===== src/rtl/cpu_issue_pkg.sv =====
// Shared constants and types for the ID issue stage.
// Contents: default widths, the "operand unused" Tuse marker, the PC
// written into bubbles, and the stall-cause encoding used by the
// optional perf counters (ISSUE_PERF_EN).
package cpu_issue_pkg;

    localparam int unsigned DEF_NUM_SRC   = 2;
    localparam int unsigned DEF_NUM_FWD   = 2;
    localparam int unsigned DEF_DATA_W    = 32;
    localparam int unsigned DEF_ADDR_W    = 5;
    localparam int unsigned DEF_T_W       = 3;
    localparam int unsigned DEF_PAYLOAD_W = 96;

    // A Tuse of all-ones marks a source operand the instruction does not read.
    localparam logic [DEF_T_W-1:0] TUSE_NONE = '1;

    // PC carried by bubbles so EX-stage exception logic sees a benign address.
    localparam logic [31:0] BUBBLE_PC = 32'h0000_3000;

    // Why the issue stage is stalling this cycle.
    typedef enum logic [1:0] {
        CauseNone   = 2'b00,
        CauseHazard = 2'b01,
        CauseMdu    = 2'b10,
        CauseBoth   = 2'b11
    } stall_cause_e;

    function automatic stall_cause_e stall_cause(input logic hazard, input logic mdu);
        return stall_cause_e'({mdu, hazard});
    endfunction

endpackage


===== src/rtl/issue_fwd_sel.sv =====
// Resolves one source operand against all forwarding stages.
// Ports:
//   src_addr/src_data/tuse  - the operand's GPR address, GRF value and Tuse
//   fwd_addr/fwd_tnew/fwd_data - packed per-stage forward info, index 0 nearest
//   data    - operand value to use in ID (forwarded or GRF)
//   hazard  - the nearest producer cannot deliver in time; ID must stall
module issue_fwd_sel
    import cpu_issue_pkg::*;
#(
    parameter int unsigned NUM_FWD = DEF_NUM_FWD,
    parameter int unsigned DATA_W  = DEF_DATA_W,
    parameter int unsigned ADDR_W  = DEF_ADDR_W,
    parameter int unsigned T_W     = DEF_T_W
) (
    input  logic [ADDR_W-1:0]         src_addr,
    input  logic [DATA_W-1:0]         src_data,
    input  logic [T_W-1:0]            tuse,
    input  logic [NUM_FWD*ADDR_W-1:0] fwd_addr,
    input  logic [NUM_FWD*T_W-1:0]    fwd_tnew,
    input  logic [NUM_FWD*DATA_W-1:0] fwd_data,
    output logic [DATA_W-1:0]         data,
    output logic                      hazard
);

    logic matched;

    // Only the nearest matching stage counts: it holds the youngest write.
    // A producer whose result is not ready yet supplies nothing here; the
    // GRF value passes on and a later stage re-forwards the real result.
    always_comb begin
        data    = src_data;
        hazard  = 1'b0;
        matched = 1'b0;
        if ((src_addr != '0) && !(&tuse)) begin
            for (int unsigned j = 0; j < NUM_FWD; j++) begin
                if (!matched && (fwd_addr[j*ADDR_W +: ADDR_W] == src_addr)) begin
                    matched = 1'b1;
                    if (fwd_tnew[j*T_W +: T_W] > tuse) begin
                        hazard = 1'b1;
                    end
                    if (fwd_tnew[j*T_W +: T_W] == '0) begin
                        data = fwd_data[j*DATA_W +: DATA_W];
                    end
                end
            end
        end
    end

endmodule


===== src/rtl/id_issue_ctrl.sv =====
// ID issue stage: Tuse/Tnew hazard detection, priority forwarding for
// NUM_SRC operands over NUM_FWD stages, MDU structural interlock and the
// ID/EX pipeline register.
// Ports:
//   clk, reset        - clock, synchronous active-high reset
//   in_*              - decoded instruction in ID
//   fwd_*             - destination/Tnew/data held at each forward stage
//   mdu_busy, flush   - MDU computing; kill the instruction in ID
//   id_src_data       - forwarded operands for branch/jr compare (comb)
//   stall             - upstream holds PC and IF/ID (comb)
//   ex_*              - registered ID/EX contents
// Optional: define ISSUE_PERF_EN to add perf_stall_cnt, perf_mdu_stall_cnt
// and perf_issue_cnt saturating counters.
module id_issue_ctrl
    import cpu_issue_pkg::*;
#(
    parameter int unsigned NUM_SRC   = DEF_NUM_SRC,
    parameter int unsigned NUM_FWD   = DEF_NUM_FWD,
    parameter int unsigned DATA_W    = DEF_DATA_W,
    parameter int unsigned ADDR_W    = DEF_ADDR_W,
    parameter int unsigned T_W       = DEF_T_W,
    parameter int unsigned PAYLOAD_W = DEF_PAYLOAD_W
) (
    input  logic                      clk,
    input  logic                      reset,
    input  logic [NUM_SRC*ADDR_W-1:0] in_src_addr,
    input  logic [NUM_SRC*DATA_W-1:0] in_src_data,
    input  logic [NUM_SRC*T_W-1:0]    in_tuse,
    input  logic [ADDR_W-1:0]         in_waddr,
    input  logic [T_W-1:0]            in_tnew,
    input  logic                      in_mdu_op,
    input  logic                      in_mdu_start,
    input  logic [31:0]               in_pc,
    input  logic [PAYLOAD_W-1:0]      in_payload,
    input  logic [NUM_FWD*ADDR_W-1:0] fwd_addr,
    input  logic [NUM_FWD*T_W-1:0]    fwd_tnew,
    input  logic [NUM_FWD*DATA_W-1:0] fwd_data,
    input  logic                      mdu_busy,
    input  logic                      flush,
    output logic [NUM_SRC*DATA_W-1:0] id_src_data,
    output logic                      stall,
`ifdef ISSUE_PERF_EN
    output logic [31:0]               perf_stall_cnt,
    output logic [31:0]               perf_mdu_stall_cnt,
    output logic [31:0]               perf_issue_cnt,
`endif
    output logic [NUM_SRC*ADDR_W-1:0] ex_src_addr,
    output logic [NUM_SRC*DATA_W-1:0] ex_src_data,
    output logic [NUM_SRC*T_W-1:0]    ex_tuse,
    output logic [ADDR_W-1:0]         ex_waddr,
    output logic [T_W-1:0]            ex_tnew,
    output logic [31:0]               ex_pc,
    output logic [PAYLOAD_W-1:0]      ex_payload,
    output logic                      ex_mdu_start
);

    logic [NUM_SRC-1:0] hazard;
    logic               mdu_stall;
    logic [T_W-1:0]     tnew_next;

    for (genvar i = 0; i < NUM_SRC; i++) begin : g_src
        issue_fwd_sel #(
            .NUM_FWD (NUM_FWD),
            .DATA_W  (DATA_W),
            .ADDR_W  (ADDR_W),
            .T_W     (T_W)
        ) u_fwd_sel (
            .src_addr (in_src_addr[i*ADDR_W +: ADDR_W]),
            .src_data (in_src_data[i*DATA_W +: DATA_W]),
            .tuse     (in_tuse[i*T_W +: T_W]),
            .fwd_addr (fwd_addr),
            .fwd_tnew (fwd_tnew),
            .fwd_data (fwd_data),
            .data     (id_src_data[i*DATA_W +: DATA_W]),
            .hazard   (hazard[i])
        );
    end

    // The MDU is occupied either by a running op or by a start sitting in EX
    // that has not raised mdu_busy yet.
    assign mdu_stall = in_mdu_op & (mdu_busy | ex_mdu_start);
    assign stall     = (|hazard) | mdu_stall;

    // Tnew is measured at ID; one cycle later it is one less.
    assign tnew_next = (in_tnew == '0) ? '0 : in_tnew - {{(T_W-1){1'b0}}, 1'b1};

    // Reset, flush and stall all insert the same bubble.
    always_ff @(posedge clk) begin
        if (reset || flush || stall) begin
            ex_src_addr  <= '0;
            ex_src_data  <= '0;
            ex_tuse      <= '1;
            ex_waddr     <= '0;
            ex_tnew      <= '0;
            ex_pc        <= BUBBLE_PC;
            ex_payload   <= '0;
            ex_mdu_start <= 1'b0;
        end else begin
            ex_src_addr  <= in_src_addr;
            ex_src_data  <= id_src_data;
            ex_tuse      <= in_tuse;
            ex_waddr     <= in_waddr;
            ex_tnew      <= tnew_next;
            ex_pc        <= in_pc;
            ex_payload   <= in_payload;
            ex_mdu_start <= in_mdu_start;
        end
    end

`ifdef ISSUE_PERF_EN
    stall_cause_e cause;
    logic         issue_real;

    assign cause = stall_cause(|hazard, mdu_stall);
    // Only loads carrying a real instruction count; an all-zero one is a nop.
    assign issue_real = !flush && !stall && ((in_waddr != '0) || (in_payload != '0));

    always_ff @(posedge clk) begin
        if (reset) begin
            perf_stall_cnt     <= '0;
            perf_mdu_stall_cnt <= '0;
            perf_issue_cnt     <= '0;
        end else begin
            if (stall && (perf_stall_cnt != '1)) begin
                perf_stall_cnt <= perf_stall_cnt + 32'd1;
            end
            if ((cause == CauseMdu) && (perf_mdu_stall_cnt != '1)) begin
                perf_mdu_stall_cnt <= perf_mdu_stall_cnt + 32'd1;
            end
            if (issue_real && (perf_issue_cnt != '1)) begin
                perf_issue_cnt <= perf_issue_cnt + 32'd1;
            end
        end
    end
`endif

endmodule

===== config.mk =====
export PLATFORM = sky130hd
export DESIGN_NAME = id_issue_ctrl
export DESIGN_NICKNAME = d
export VERILOG_FILES = /design/src/rtl/cpu_issue_pkg.sv /design/src/rtl/issue_fwd_sel.sv /design/src/rtl/id_issue_ctrl.sv
export SDC_FILE = /design/constraint.sdc
export NUM_CORES = 1
export LEC_CHECK = 0
export BUFFER_PORTS_ARGS = -buffer_cell sky130_fd_sc_hd__buf_2
export CAP_MARGIN = 20
export CORE_AREA = 2 2 229 231
export CTS_CLUSTER_DIAMETER = 100
export DETAILED_ROUTE_END_ITERATION = 10
export DIE_AREA = 0 0 231 233
export HOLD_SLACK_MARGIN = 0.03
export RECOVER_POWER = 25
export SYNTH_ARGS = -nofsm -noshare
export SYNTH_HDL_FRONTEND = slang
export SYNTH_SLANG_ARGS = --single-unit

===== constraint.sdc =====
create_clock -name clk -period 2.87 [get_ports clk]
set_clock_uncertainty 0.1 [all_clocks]
set_input_delay 0.574 -clock clk [delete_from_list [all_inputs] [get_ports clk]]
set_output_delay 0.574 -clock clk [all_outputs]
set_load 0.1 [all_outputs]

* After elaboration in Yosys (flattened, before gate mapping) *
Cells that the tools add are included.
Widths: inputs -> output; s select.

word-level totals
  bits in registers = 217
  input port bits = 302
  word-level logic and storage cells = 63

operators by class
  $add $sub $neg = 1
  magnitude comparators = 4
  eq/ne operators = 4
  multiplexer cells = 24
  bitwise operators = 3
  reductions and logical operators = 19

operator list
  cell                 count
  $mux 32              10
  $eq 5x5->1           4
  $mux 1               14
  $gt 3x3->1           4
  $reduce_bool 5->1    2
  $logic_not 3->1      3
  $reduce_and 3->1     2
  $logic_and 1x1->1    4
  $logic_not 1->1      4
  $reduce_or 2->1      2
  $sub 3x1->3 const B  1
  $logic_or 1x1->1     2
  $or 1x1->1           2
  $and 1x1->1          1

* Depth between registers and ports, before layout *
  depth in word-level cells = 12
  gate-level depth with buffers = 10
  mapped depth without buffers = 9

* Modules after synthesis *
A second synthesis with hierarchy kept.

unflattened totals
  cell total of the unflattened synthesis = 734
  area, all modules = 9131.3 um^2

by module, submodules not included
  module         times used  cells an instance  area each (um^2)  seq. area each (um^2)
  id_issue_ctrl  1           490                6984.2            4344.2
  issue_fwd_sel  2           122                1073.5            0.0

* Least setup slack after synthesis *
OpenSTA, ideal clock, no wires.

  kind = input-to-output
  start point = in fwd_tnew[4]
  end point = out id_src_data[30]
  arrival = 3122 ps
  data required time = 2196 ps
  path slack = -926 ps
  stages = 6
  path buffers = 2
  cell sequence = or3_1 -> clkbuf_1 -> or3_1 -> clkbuf_1 -> mux2_2 -> nor2_1

between the ends
  word-level cells in the longest chain between the ends = 4

ends and longest elaborated chain
  element          RTL line             text
  start, declared  id_issue_ctrl.sv:36  input logic [NUM_FWD*T_W-1:0] fwd_tnew,
  $logic_not 3->1  issue_fwd_sel.sv:41  if (fwd_tnew[j*T_W +: T_W] == '0) begin
  $mux 32          issue_fwd_sel.sv:41
  $mux 32          issue_fwd_sel.sv:36  if (!matched && (fwd_addr[j*ADDR_W +: ADDR_W] == src_addr)) begin
  $mux 32          issue_fwd_sel.sv:34  if ((src_addr != '0) && !(&tuse)) begin
  end, declared    id_issue_ctrl.sv:40  output logic [NUM_SRC*DATA_W-1:0] id_src_data,

No other way between the ends.

* Worst setup path in the final report *
  start point = in fwd_tnew[4]
  end point = out id_src_data[27]

Same word-level chain as after synthesis.

==> out/metrics.cfg <==
[clock_network]
cts_made_buffers=27
cts-htree-levels=1
numClockSinks=217
clkTransAtPathRegs_ns=0.06
clockBufferDepth=3
cts_tree=yes
clockRootBuffer=clkbuf_16
clk_latency_ns=0.56
hold_buffers=0

[hold_path]
hold_class=in -> reg

[yosys]
ys_seq_elements=217
yosysUniqueCellTypes=44
ys_async_sr_fraction=0
syn_area_um2=8800
synth_top_area_cell=dfxtp_1
synth_edf_count=0
synth.area.top_cells=dfxtp_1 (49%), and3_1 (10%), nand3_1 (5.9%)
yosysWarnings=0
yosysSeqAreaShare=0.494
synth_top_cells_by_count=dfxtp_1 (217), and3_1 (142), nand3_1 (103)
yosysTopAreaCellShare=0.494
synthMostInstantiatedCell=dfxtp_1
syn_area_per_cell_um2=8.97
ys.flop_type=dfxtp_1
postSynthCellCount=981
syn_nets=1297

[finish]
drive_above_1_share=0.558
syn_to_final_growth_pct=113
final_nets=2039
final_util=0.367

[setup_path]
worstPathRequired_ns=2.20
path_buf_inv=4
crit_family=simple AND/OR/NAND/NOR gates
crit_fanout=20
cp_slowest_cell=nor4_2
slowest_delay_ns=0.52
start_kind=input pin
critPathKind=in -> out
critPathCaptureType=output pin
path_cells=buf_2 -> or3_4 -> buf_4 -> buf_4 -> nor4_2 -> a31oi_4 -> nand3_4 -> buf_12
crit_arrival_ns=2.53
cpMostUsedCell=buf_4

[drt]
ant_nets=0
routed_via_density=4.62
dr.first_iter.drc_count=500
num_vias=11224
drc=0
wirelength_mm=57.2
drt-pass1-iter-count=5
wire_per_inst_um=23.5

[timing]
worst_pin_slew_ns=1.23
fin_crit_ns=3.20
max_slew_margin=0.186
layout_setup_ws_ns=-0.335
timing.hold.ws_ns=0.103
fmax_mhz=312
finalHoldViolCount=0
finalSetupViolCount=65
post-route-period-util=1.12
rsz0062_at_grt=true
maxSlewViolCount=0

[global_route]
grt_overflow=0
antenna_found_initial=18
grt_max_degree=97
grt_pass1_wl_mm=77.9
track_usage=0.196
grt_pass1_vias=11737

[power]
peakVddDrop_v=0.000319
p_per_area_nw_per_um2=517
leakagePower_nw=8.40
total_power_mw=9.69

[outcome]
violations=negative setup slack
status=complete, but fails checks

[floorplanning]
ios=584
start_util=0.172
die_h_um=233
core_um2=51100
die_w_um=231
rows=83
design.die.area_um2=53800

[place]
io_buffers=583
gp_congestion=0.870
dpl_worst_slack_ns=-0.582
dp_hpwl_mm=40.0

[run]
cap_violations=0

## cell type report
class	instances	area [µm²]
clock inverters	13	121
multi-input cells	648	6130
repair buffers	817	6500
fillers	5109	32300
inverters	12	47.5
well taps	680	851
diodes	8	20.0
flip-flops and latches	217	4340
clock buffers	35	746
## registers in the layout, summed over array words and instances, names as in the netlist
signal,cells
ex_src_data,64
ex_waddr,5
ex_payload,96
ex_tuse,6
ex_tnew,3
ex_mdu_start,1
ex_src_addr,10
ex_pc,32
## through the flow
stage | cell area [µm²] | std cells | TNS [ns]
after CTS | 18100 | 2393 | -15.69
final | 18800 | 2430 | -16.96
after global routing | 18700 | 2426 | -22.15
after global placement | 15200 | 2289 | -78.55
after detailed placement | 15200 | 2289 | -78.49
after floorplan | 9790 | 981 | -3.23
## where the power goes
| group | internal, mW | switching (mW) | leakage (nW) |
|---|---|---|---|
| clock | 1.93 | 1.45 | 0.416 |
| sequential | 3.14 | 0.0401 | 1.77 |
| combinational | 0.912 | 2.22 | 6.21 |
| total | 5.99 | 3.70 | 8.40 |
## repair_timing
action / CTS / global route
endpoints found under the setup margin: 65 / 66
resized for setup: 263 / 84
cloned: 11 / 4
pin swaps: 70 / 65
buffers inserted: 46 / 28
## worst paths after layout
kind | start | to | slack, ns | cells after the start
max reg2reg | ex_mdu_start | ex_src_data[17] | 0.53 | 8
min reg2reg | ex_mdu_start | ex_src_data[62] | 1.09 | 5
min | in_pc[13] | ex_pc[13] | 0.10 | 2
max | fwd_tnew[4] | id_src_data[27] | -0.33 | 8
## layout by cell type (no fill, tap or decap), types with 33 or more instances in the layout
cell and instances:
nand3_4 36, and3_1 142, nand4_1 33, dfxtp_1 217, nand2_1 63, clkbuf_1 112, buf_12 100, buf_4 150
nand3_1 52, buf_2 401
## routing by layer
metal	vias to the layer above	routed length, µm	track usage
met1	5393	22100	0.224
met2	566	27700	0.342
met5	-	75	0
met3	131	5140	0.0619
met4	12	2140	0.0708
li1	5122	-	-
## logic make-up (layout without fill, tap and decap cells)
family,Yosys count,count (layout),synth area share
compound gates,174,174,0.140
xor+xnor,20,20,0.0199
fa+ha+maj,14,14,0.0199
buf+inv,117,877,0.0549
flops,217,217,0.494
mux,3,3,0.00356
other cells,0,8,0
simple gates,436,437,0.268
Note: power is estimated with default switching activity, not from simulation.
